`src/rtl/tw_pkg.sv`:
```
// tw_pkg: shared widths, ROM write codes and FSM states for the twiddle horizontal-load port
package tw_pkg;
    localparam int P_WIDTH     = 128;
    localparam int DW          = P_WIDTH / 2;
    localparam int NUM_ENTRIES = 4;
    localparam int IDX_W       = $clog2(NUM_ENTRIES);
    localparam int GAP_CYCLES  = 1;
    localparam int GAP_W       = $clog2(GAP_CYCLES) + 1;
    localparam logic [1:0] ROM_W_IDLE = 2'd0;
    localparam logic [1:0] ROM_W_HI   = 2'd1;
    localparam logic [1:0] ROM_W_LO   = 2'd2;
    typedef enum logic [2:0] {FILL, WAIT, SEND_HI, SEND_LO, GAP} tx_state_e;
endpackage

```
`src/rtl/tw_word_buf.sv`:
```
// tw_word_buf: NUM_ENTRIES x P_WIDTH register file, one write port, one comb half-select read port
module tw_word_buf
    import tw_pkg::*;
(
    input  logic               CLK,
    input  logic               we,
    input  logic [IDX_W-1:0]   wr_idx,
    input  logic [P_WIDTH-1:0] wr_data,
    input  logic [IDX_W-1:0]   rd_idx,
    input  logic               rd_hi,
    output logic [DW-1:0]      rd_half
);
    logic [P_WIDTH-1:0] mem_q [NUM_ENTRIES];

    always_ff @(posedge CLK)
        if (we) mem_q[wr_idx] <= wr_data;

    assign rd_half = rd_hi ? mem_q[rd_idx][P_WIDTH-1:DW] : mem_q[rd_idx][DW-1:0];
endmodule

```
`src/rtl/tw_horizontal_tx.sv`:
```
// tw_horizontal_tx: buffers NUM_ENTRIES twiddle words, then replays high halves then low halves into the ROM
module tw_horizontal_tx
    import tw_pkg::*;
(
    input  logic               CLK,
    input  logic               rst_n,
    input  logic               flush,
    input  logic               tx_en,
    input  logic               in_valid,
    output logic               in_ready,
    input  logic [P_WIDTH-1:0] in_data,
    output logic [DW-1:0]      tf_out,
    output logic [1:0]         rom_w,
    output logic               busy,
    output logic               done
);
    localparam logic [IDX_W-1:0] IDX_LAST = IDX_W'(NUM_ENTRIES - 1);
    localparam logic [GAP_W-1:0] GAP_LAST = GAP_W'(GAP_CYCLES - 1);

    tx_state_e        state_q, state_d;
    logic [IDX_W-1:0] wr_idx_q, wr_idx_d, rd_idx_q, rd_idx_d;
    logic [GAP_W-1:0] gap_cnt_q, gap_cnt_d;
    logic [DW-1:0]    tf_out_d, rd_half;
    logic [1:0]       rom_w_d;
    logic             busy_d, done_d, we;

    assign in_ready = state_q == FILL;
    assign we       = in_valid && in_ready && !flush;

    tw_word_buf u_buf (
        .CLK     (CLK),
        .we      (we),
        .wr_idx  (wr_idx_q),
        .wr_data (in_data),
        .rd_idx  (rd_idx_d),
        .rd_hi   (state_d == SEND_HI),
        .rd_half (rd_half)
    );

    // Outputs are decoded from the next state so they register in lockstep with it.
    always_comb begin
        state_d   = state_q;
        wr_idx_d  = wr_idx_q;
        rd_idx_d  = rd_idx_q;
        gap_cnt_d = gap_cnt_q;
        if (flush) begin
            state_d   = FILL;
            wr_idx_d  = '0;
            rd_idx_d  = '0;
            gap_cnt_d = '0;
        end else begin
            case (state_q)
                FILL: if (we) begin
                    wr_idx_d = wr_idx_q + 1'b1;
                    if (wr_idx_q == IDX_LAST) begin
                        state_d  = WAIT;
                        wr_idx_d = '0;
                    end
                end
                WAIT: if (tx_en) begin
                    state_d  = SEND_HI;
                    rd_idx_d = '0;
                end
                SEND_HI, SEND_LO: begin
                    rd_idx_d = rd_idx_q + 1'b1;
                    if (rd_idx_q == IDX_LAST) begin
                        rd_idx_d  = '0;
                        gap_cnt_d = '0;
                        if (state_q == SEND_HI) state_d = SEND_LO;
                        else state_d = GAP;
                    end
                end
                GAP: begin
                    gap_cnt_d = gap_cnt_q + 1'b1;
                    if (gap_cnt_q == GAP_LAST) begin
                        state_d   = FILL;
                        gap_cnt_d = '0;
                    end
                end
                default: state_d = FILL;
            endcase
        end
        rom_w_d  = state_d == SEND_HI ? ROM_W_HI : state_d == SEND_LO ? ROM_W_LO : ROM_W_IDLE;
        tf_out_d = rom_w_d == ROM_W_IDLE ? '0 : rd_half;
        busy_d   = state_d inside {SEND_HI, SEND_LO, GAP};
        done_d   = state_d == GAP && gap_cnt_d == GAP_LAST;
    end

    always_ff @(posedge CLK or negedge rst_n) begin
        if (!rst_n) begin
            state_q   <= FILL;
            wr_idx_q  <= '0;
            rd_idx_q  <= '0;
            gap_cnt_q <= '0;
            tf_out    <= '0;
            rom_w     <= ROM_W_IDLE;
            busy      <= 1'b0;
            done      <= 1'b0;
        end else begin
            state_q   <= state_d;
            wr_idx_q  <= wr_idx_d;
            rd_idx_q  <= rd_idx_d;
            gap_cnt_q <= gap_cnt_d;
            tf_out    <= tf_out_d;
            rom_w     <= rom_w_d;
            busy      <= busy_d;
            done      <= done_d;
        end
    end
endmodule

```
`config.mk`:
```
export PLATFORM = sky130hd
export DESIGN_NAME = tw_horizontal_tx
export DESIGN_NICKNAME = d
export VERILOG_FILES = /design/src/rtl/tw_pkg.sv /design/src/rtl/tw_word_buf.sv /design/src/rtl/tw_horizontal_tx.sv
export SDC_FILE = /design/constraint.sdc
export NUM_CORES = 1
export LEC_CHECK = 0
export CORE_MARGIN = 3
export CORE_UTILIZATION = 36
export DETAILED_ROUTE_END_ITERATION = 7
export GPL_TIMING_DRIVEN = 0
export HOLD_SLACK_MARGIN = 0.05
export PLACE_DENSITY = 0.55
export RECOVER_POWER = 50
export SYNTH_ARGS = -nofsm -noshare
export SYNTH_HDL_FRONTEND = slang
export SYNTH_SLANG_ARGS = --single-unit
```
`constraint.sdc`:
```
create_clock -name CLK -period 6.2 [get_ports CLK]
set_input_delay 0.62 -clock CLK [delete_from_list [all_inputs] [get_ports CLK]]
set_output_delay 0.62 -clock CLK [all_outputs]
set_load 0.03 [all_outputs]
```
==> results of run 1 <==
[flip-flops by register name, indices dropped and copies added, names as in the netlist]
name / count
wr_idx_q: 2
u_buf.mem_q: 512
tf_out: 64
state_q: 3
gap_cnt_q: 1
rom_w: 2
done: 1
rd_idx_q: 2
busy: 1
[what timing repair did]
| item | 4_1_cts | 5_1_grt |
|---|---|---|
| resized for setup | 0 | 0 |
| setup endpoints to repair | 0 | 0 |
| hold buffers | 1 | 0 |
| hold endpoints to repair | 31 | 0 |
[worst min path at each step]
stage,slack [ns],cells past startpoint,end,start
CTS,0.26,2,done$_DFF_PN0_,flush
detailed placement,0.51,1,gap_cnt_q$_DFF_PN0_,gap_cnt_q$_DFF_PN0_
global placement,0.51,1,gap_cnt_q$_DFF_PN0_,gap_cnt_q$_DFF_PN0_
floorplan,0.32,0,busy$_DFF_PN0_,rst_n
finish,0.28,2,wr_idx_q[0]$_DFFE_PN0P_,flush
global route,0.28,2,state_q[0]$_DFF_PN0_,flush
[cell type report]
| class | instances | area [µm²] | area share |
|---|---|---|---|
| Timing Repair Buffer | 211 | 2257 | 0.07645 |
| Buffer | 171 | 698.2 | 0.02365 |
| Clock buffer | 85 | 1678 | 0.05683 |
| Antenna cell | 3 | 7.507 | 0.0002543 |
| Sequential cell | 588 | 17280 | 0.5852 |
| Tap cell | 864 | 1081 | 0.03662 |
| Multi-Input combinational cell | 876 | 6187 | 0.2096 |
| Inverter | 7 | 26.28 | 0.0008900 |
| Clock inverter | 31 | 311.5 | 0.01055 |
[power by group through the flow]
| stage | Combinational (mW) | Clock, mW | Sequential (mW) |
|---|---|---|---|
| global route | 0.291 | 3.86 | 4.43 |
| CTS | 0.289 | 3.71 | 4.43 |
| floorplan | 0.0852 | 0 | 4.52 |
| detailed placement | 0.287 | 0 | 4.51 |
| global placement | 0.263 | 0 | 4.53 |
| finish | 0.268 | 3.64 | 4.43 |
[kinds of logic after synthesis]
group,count (synthesis)
AO/OA/AOI/OAI,523
XOR/XNOR,2
adder cells (fa/ha/maj),5
buffers and inverters,178
flip-flops,588
multiplexers,1
AND/OR/NAND/NOR,345
[cell usage in the layout, fill, tap and decap left out, types with 4 or more instances in the layout]
master	count
buf_16	9
clkbuf_16	62
dfrtp_1	76
bufinv_16	5
buf_1	15
clkinv_1	10
nand4_1	64
and3_1	258
buf_2	27
inv_1	7
nor2_1	6
ha_1	5
buf_4	6
edfxtp_1	512
dlygate4sd3_1	129
clkbuf_8	4
clkbuf_1	144
clkdlybuf4s50_1	71
o211ai_1	256
clkinv_2	9
a21boi_0	256
[metal layers]
| layer | wire length [µm] | vias to the layer above |
|---|---|---|
| li1 | - | 7106 |
| met1 | 32090 | 8148 |
| met2 | 36230 | 545 |
| met3 | 4363 | 101 |
| met4 | 1675 | 6 |
| met5 | 40 | - |
==> metrics.md, run 1 <==
| Metric | Value |
|---|---|
| Endpoints failing setup | `0` |
| Syn_nets | `1780` |
| Clock sink count | `588` |
| Stages on worst setup path | `5` |
| Synth Register Bits | `588` |
| Min-Delay Path Class | `primary input to flip-flop` |
| Dpl cells | `2716` |
| Adder-cell share of the synthesized area | `0.002587` |
| WL final | `74.40 mm` |
| Setup crit end | `u_buf.mem_q[2][30]$_DFFE_PP_` |
| Synth Area in XOR/XNOR | `0.0007243` |
| Crit path buffers/inverters | `3` |
| Initial antenna violation count | `12` |
| Netlist cell types | `35` |
| Top FF cell, synth | `edfxtp_1` |
| Num CTS Buffers | `61` |
| Hold Fails Final Rpt | `0` |
| Final HPWL DP | `48.30 mm` |
| Tcrit/Tclk final | `0.7395` |
| I/O Buffers | `200` |
| Io pins | `202` |
| CP max stage delay | `2.54 ns` |
| Area after DPL | `0.02756 mm²` |
| Crit path max fanout | `49` |
| Clock Skew | `0.02094 ns` |
| Synth cell count leaders | `edfxtp_1 (512), and3_1 (261), a21boi_0 (256), o211ai_1 (256), clkbuf_1 (122)` |
| Static leakage | `10.19 nW` |
| Layout cells sized above 1 | `0.07059` |
| Largest family of logic cells by synthesized area | `compound AO/OA/AOI/OAI gates` |
| Comb power frac | `0.032` |
| H-Tree Depth | `2` |
| Gr usage total | `0.2077` |
| CP most frequent cell | `clkbuf_1` |
| Nets | `2054` |
| Die area | `0.07033 mm²` |
| Residual DRC | `0` |
| GR Util met1 | `0.2859` |
| Peak supply drop | `0.2391 mV` |
| Routed Antenna Nets | `0` |
| Final critical-path required period | `4.585 ns` |
| Crit path kind | `flip-flop to flip-flop` |
| CTS tree | `yes` |
| Mapped Cells | `1642` |
| Reg-to-reg slack, setup | `1.62 ns` |
| Synth top area cells | `edfxtp_1 (64%), a21boi_0 (7.9%), o211ai_1 (7.9%)` |
| GP Congestion | `0.7924` |
| Sw Share | `0.2062` |
| First-pass detailed-route iteration total | `5` |
| Sequential area share after synthesis | `0.7144` |
| Setup tns final | `0 ns` |
| Rel. slew slack | `-1.434` |
| Register clock-pin slew on the reported worst setup and hold paths | `0.06 ns` |
| Cell Chain, Critical Path | `clkbuf_1, nor3b_1, and3_2, clkbuf_1, buf_16` |
| Most used routing layer in global routing | `met2` |
| Chip Width | `265.2 µm` |
| Utilization after layout | `0.4467` |
| Post-synthesis compound-gate area fraction | `0.1631` |
| Critical path's slowest cell | `clkbuf_1` |
| Mapped Area | `0.02418 mm²` |
| Clock power share | `0.437` |
| Remaining Overflow, GRT | `0` |
| Syn Area/Cell | `14.73 µm²` |
| Initial DRC count | `1494` |
| Simple-Gate Fraction of Synth Area | `0.08852` |
| R2R depth | `5` |
| Critical path arrival | `4.88 ns` |
| Post-CTS Setup Bufs | `0` |
| Worst r2r src | `state_q[1]$_DFF_PN0_` |
| Power Total | `8.340 mW` |
| Finished Cell Area | `0.02952 mm²` |
| Initial core utilization | `0.3659` |
| Failing checks | `max-capacitance violations, max-slew violations` |
| Post-synthesis mux area share | `0.0004139` |
| Clk root buf | `clkbuf_16` |
| CTS Buffer Depth | `3` |
| Vias in the first global route | `16140` |
| Met3 usage | `0.03219` |
| Ys async rst share | `0.1293` |
| Core Area | `0.06610 mm²` |
| Most used standard cell by instance count after synthesis | `edfxtp_1` |
| RSZ-0062 raised after global routing | `false` |
| Setup WS pre-CTS | `2.236 ns` |
| PD cells | `282.5 mW/mm²` |
| Non-filler cells, final | `2836` |
| Fill cells | `5881` |
| Delay-heaviest family, CP | `buffers and inverters` |
| # rows | `94` |
| First-pass GRT wire length | `109.1 mm` |
| Dominant cell type by area after synthesis | `edfxtp_1` |
| Chip height | `265.2 µm` |
| Routed len/inst | `26.24 µm` |
| Count of max-cap constraint violations | `2` |
| Status | `finished with violations` |
| Capturing element type of the critical path | `flip-flop` |
| Worst R2R End | `u_buf.mem_q[2][30]$_DFFE_PP_` |
| Pint | `6.620 mW` |
| Max Transition Viols Final | `80` |
| Pin count of the biggest net entering global routing | `55` |
| FMAX | `218.1 MHz` |
| Hold slack | `0.2798 ns` |
| NetSw | `1.720 mW` |
| WP data required | `6.50 ns` |
| DR vias | `15910` |
| Top cell type's share of synthesized area | `0.6357` |
| YS warnings | `0` |
| Area grow syn2layout | `22.08%` |
| Sequential fraction of design power | `0.531` |
| Post-synth EDFFs | `512` |
| Vias/cell | `5.609` |
| Worst-skew pair later-pin latency | `0.64 ns` |
| Crit path from | `state_q[1]$_DFF_PN0_` |
| Setup slack after layout | `1.615 ns` |
| Worst slew pin tran | `3.650 ns` |
| Setup crit start kind | `flip-flop` |
| Met2 Use GR | `0.3464` |
No activity file was read; power rests on OpenSTA's default activity.
==> run 2: changes to the inputs <==
==> constraint.sdc (replaced) <==
create_clock -name CLK -period 4.4 [get_ports CLK]
set_input_delay 0.44 -clock CLK [delete_from_list [all_inputs] [get_ports CLK]]
set_output_delay 0.44 -clock CLK [all_outputs]
set_load 0.03 [all_outputs]
==> run 2 against run 1 <==
The run still ends with max-capacitance violations, max-slew violations left. Sequential share of layout area about the same. Flip-flop and latch count unchanged. Hold slack worse by 0.18 ns. Largest cell class unchanged. Largest power group unchanged.
==> metrics.md, run 2 (synthesis results as in run 1) <==
| Metric | Value |
|---|---|
| Status | `finished with violations` |
| Failing checks | `max-capacitance violations, max-slew violations` |
| WL final | `74.45 mm` |
| Non-filler cells, final | `2836` |
| Fill cells | `5885` |
| Post_cts resized | `0` |
| H-Tree Depth | `2` |
| Nets | `2054` |
| Worst R2R End | `tf_out[1]$_DFF_PN0_` |
| Worst-skew pair later-pin latency | `0.64 ns` |
| Routed len/inst | `26.25 µm` |
| Clock sink count | `588` |
| Vias/cell | `5.612` |
| Final critical-path required period | `3.682 ns` |
| Residual DRC | `0` |
| Biggest register | `u_buf.mem_q` |
| Routed Antenna Nets | `0` |
| Initial core utilization | `0.3659` |
| Initial DRC count | `1496` |
| GP Congestion | `0.7924` |
| Final HPWL DP | `48.30 mm` |
| Worst r2r src | `rd_idx_q[0]$_DFF_PN0_` |
| WP data required | `4.84 ns` |
| Remaining Overflow, GRT | `0` |
| Hold Path Depth | `2` |
| Worst slew pin tran | `2.194 ns` |
| Most common cell after layout, fill and taps aside | `edfxtp_1` |
| Capturing element type of the critical path | `flip-flop` |
| Multi-input logic area | `0.006187 mm²` |
| Gr usage total | `0.2077` |
| Pin count of the biggest net entering global routing | `55` |
| Post-CTS Setup Bufs | `0` |
| PD cells | `398.3 mW/mm²` |
| Die area | `0.07033 mm²` |
| I/O Buffers | `200` |
| Crit path max fanout | `10` |
| Peak supply drop | `0.3369 mV` |
| Static leakage | `10.19 nW` |
| Reg-to-reg slack, setup | `0.72 ns` |
| Register area | `0.01728 mm²` |
| Core Area | `0.06610 mm²` |
| Register clock-pin slew on the reported worst setup and hold paths | `0.06 ns` |
| Chip height | `265.2 µm` |
| CTS tree | `yes` |
| Tcrit/Tclk final | `0.8369` |
| Rel. slew slack | `-0.4628` |
| Setup crit start kind | `flip-flop` |
| Area after DPL | `0.02756 mm²` |
| Vias in the first global route | `16140` |
| Min-Delay Path Class | `primary input to flip-flop` |
| Max reg flops | `512` |
| WHS Endpoint | `wr_idx_q[0]$_DFFE_PN0P_` |
| First-pass detailed-route iteration total | `5` |
| Area grow syn2layout | `21.99%` |
| Dpl cells | `2716` |
| Hold Fails Final Rpt | `0` |
| Most frequent cells in the layout | `edfxtp_1 (512), and3_1 (258), a21boi_0 (256), o211ai_1 (256), clkbuf_1 (143)` |
| Top flop regs | `u_buf.mem_q x512, tf_out x64, state_q x3` |
| Finished Cell Area | `0.02950 mm²` |
| # rows | `94` |
| First-pass GRT wire length | `109.1 mm` |
| Count of max-cap constraint violations | `2` |
| Chip Width | `265.2 µm` |
| Io pins | `202` |
| RSZ-0062 raised after global routing | `false` |
| Endpoints failing setup | `0` |
| DR vias | `15920` |
| Utilization after layout | `0.4463` |
| R2R depth | `7` |
| Hold slack | `0.1006 ns` |
| Initial antenna violation count | `12` |
| Clock Skew | `0.02169 ns` |
| Crit path kind | `flip-flop to flip-flop` |
| Clk root buf | `clkbuf_16` |
| Num CTS Buffers | `61` |
| Layout cells sized above 1 | `0.07110` |
| FMAX | `271.6 MHz` |
| Max Transition Viols Final | `81` |
| CTS Buffer Depth | `3` |
| Critical path arrival | `4.12 ns` |
| Hold path start | `flush` |
run 2: worst max path at each step:
| stage | from | to | slack [ns] | cells after the start |
|---|---|---|---|---|
| 6_report | rd_idx_q[0]$_DFF_PN0_ | tf_out[1]$_DFF_PN0_ | 0.72 | 7 |
| 2_1_floorplan | state_q[1]$_DFF_PN0_ | u_buf.mem_q[0][0]$_DFFE_PP_ | 0.06 | 3 |
| 4_1_cts | rd_idx_q[0]$_DFF_PN0_ | tf_out[1]$_DFF_PN0_ | 0.71 | 7 |
| 3_3_place_gp | in_valid | u_buf.mem_q[0][102]$_DFFE_PP_ | -3.10 | 3 |
| 3_5_place_dp | tx_en | tf_out[1]$_DFF_PN0_ | 0.62 | 8 |
| 5_1_grt | rst_n | tf_out[35]$_DFF_PN0_ | 0.46 | 3 |
run 2: power breakdown:
group / switching, mW / total [mW] / internal (mW)
clock: 2.17 / 5.13 / 2.96
combinational: 0.226 / 0.375 / 0.149
sequential: 0.0244 / 6.24 / 6.22
run 2: what timing repair did:
item                                    in CTS  in global routing
hold endpoints to repair                    31                  0
endpoints found under the setup margin       0                  0
hold buffers                                 1                  0
run 2: layout make-up:
cell class | instances | area share
Sequential cell | 588 | 0.5856
Multi-Input combinational cell | 876 | 0.2097
Timing Repair Buffer | 211 | 0.07579
Clock buffer | 85 | 0.05687
Tap cell | 864 | 0.03664
Buffer | 171 | 0.02367
Clock inverter | 31 | 0.01056
Inverter | 7 | 0.0008906
Antenna cell | 3 | 0.0002545
run 2: routing by layer:
metal	up-vias	share of wire	global-route usage
li1	7104	-	-
met1	8151	0.43	0.2859
met3	101	0.059	0.03219
met5	-	0.00054	0
met4	6	0.023	0.05305
met2	553	0.49	0.3464
run 2: worst max-delay path, stage by stage, from the launching register on:
cell and delay (ns):
dfrtp_1 0.40, ha_1 0.29, nand3_1 0.63, clkbuf_1 0.93, buf_1 0.57, a21boi_0 0.19, o211ai_1 0.24, nand4_1 0.22
run 2: stage by stage:
| stage | setup TNS [ns] | setup WS [ns] | power, mW |
|---|---|---|---|
| final | 0 | 0.7176 | 11.75 |
| after floorplan | 0 | 0.05680 | 6.490 |
| after global placement | -1371.99 | -3.100 | 6.760 |
| after global routing | 0 | 0.4635 | 12.09 |
| after detailed placement | 0 | 0.6157 | 6.761 |
| after CTS | 0 | 0.7129 | 11.88 |
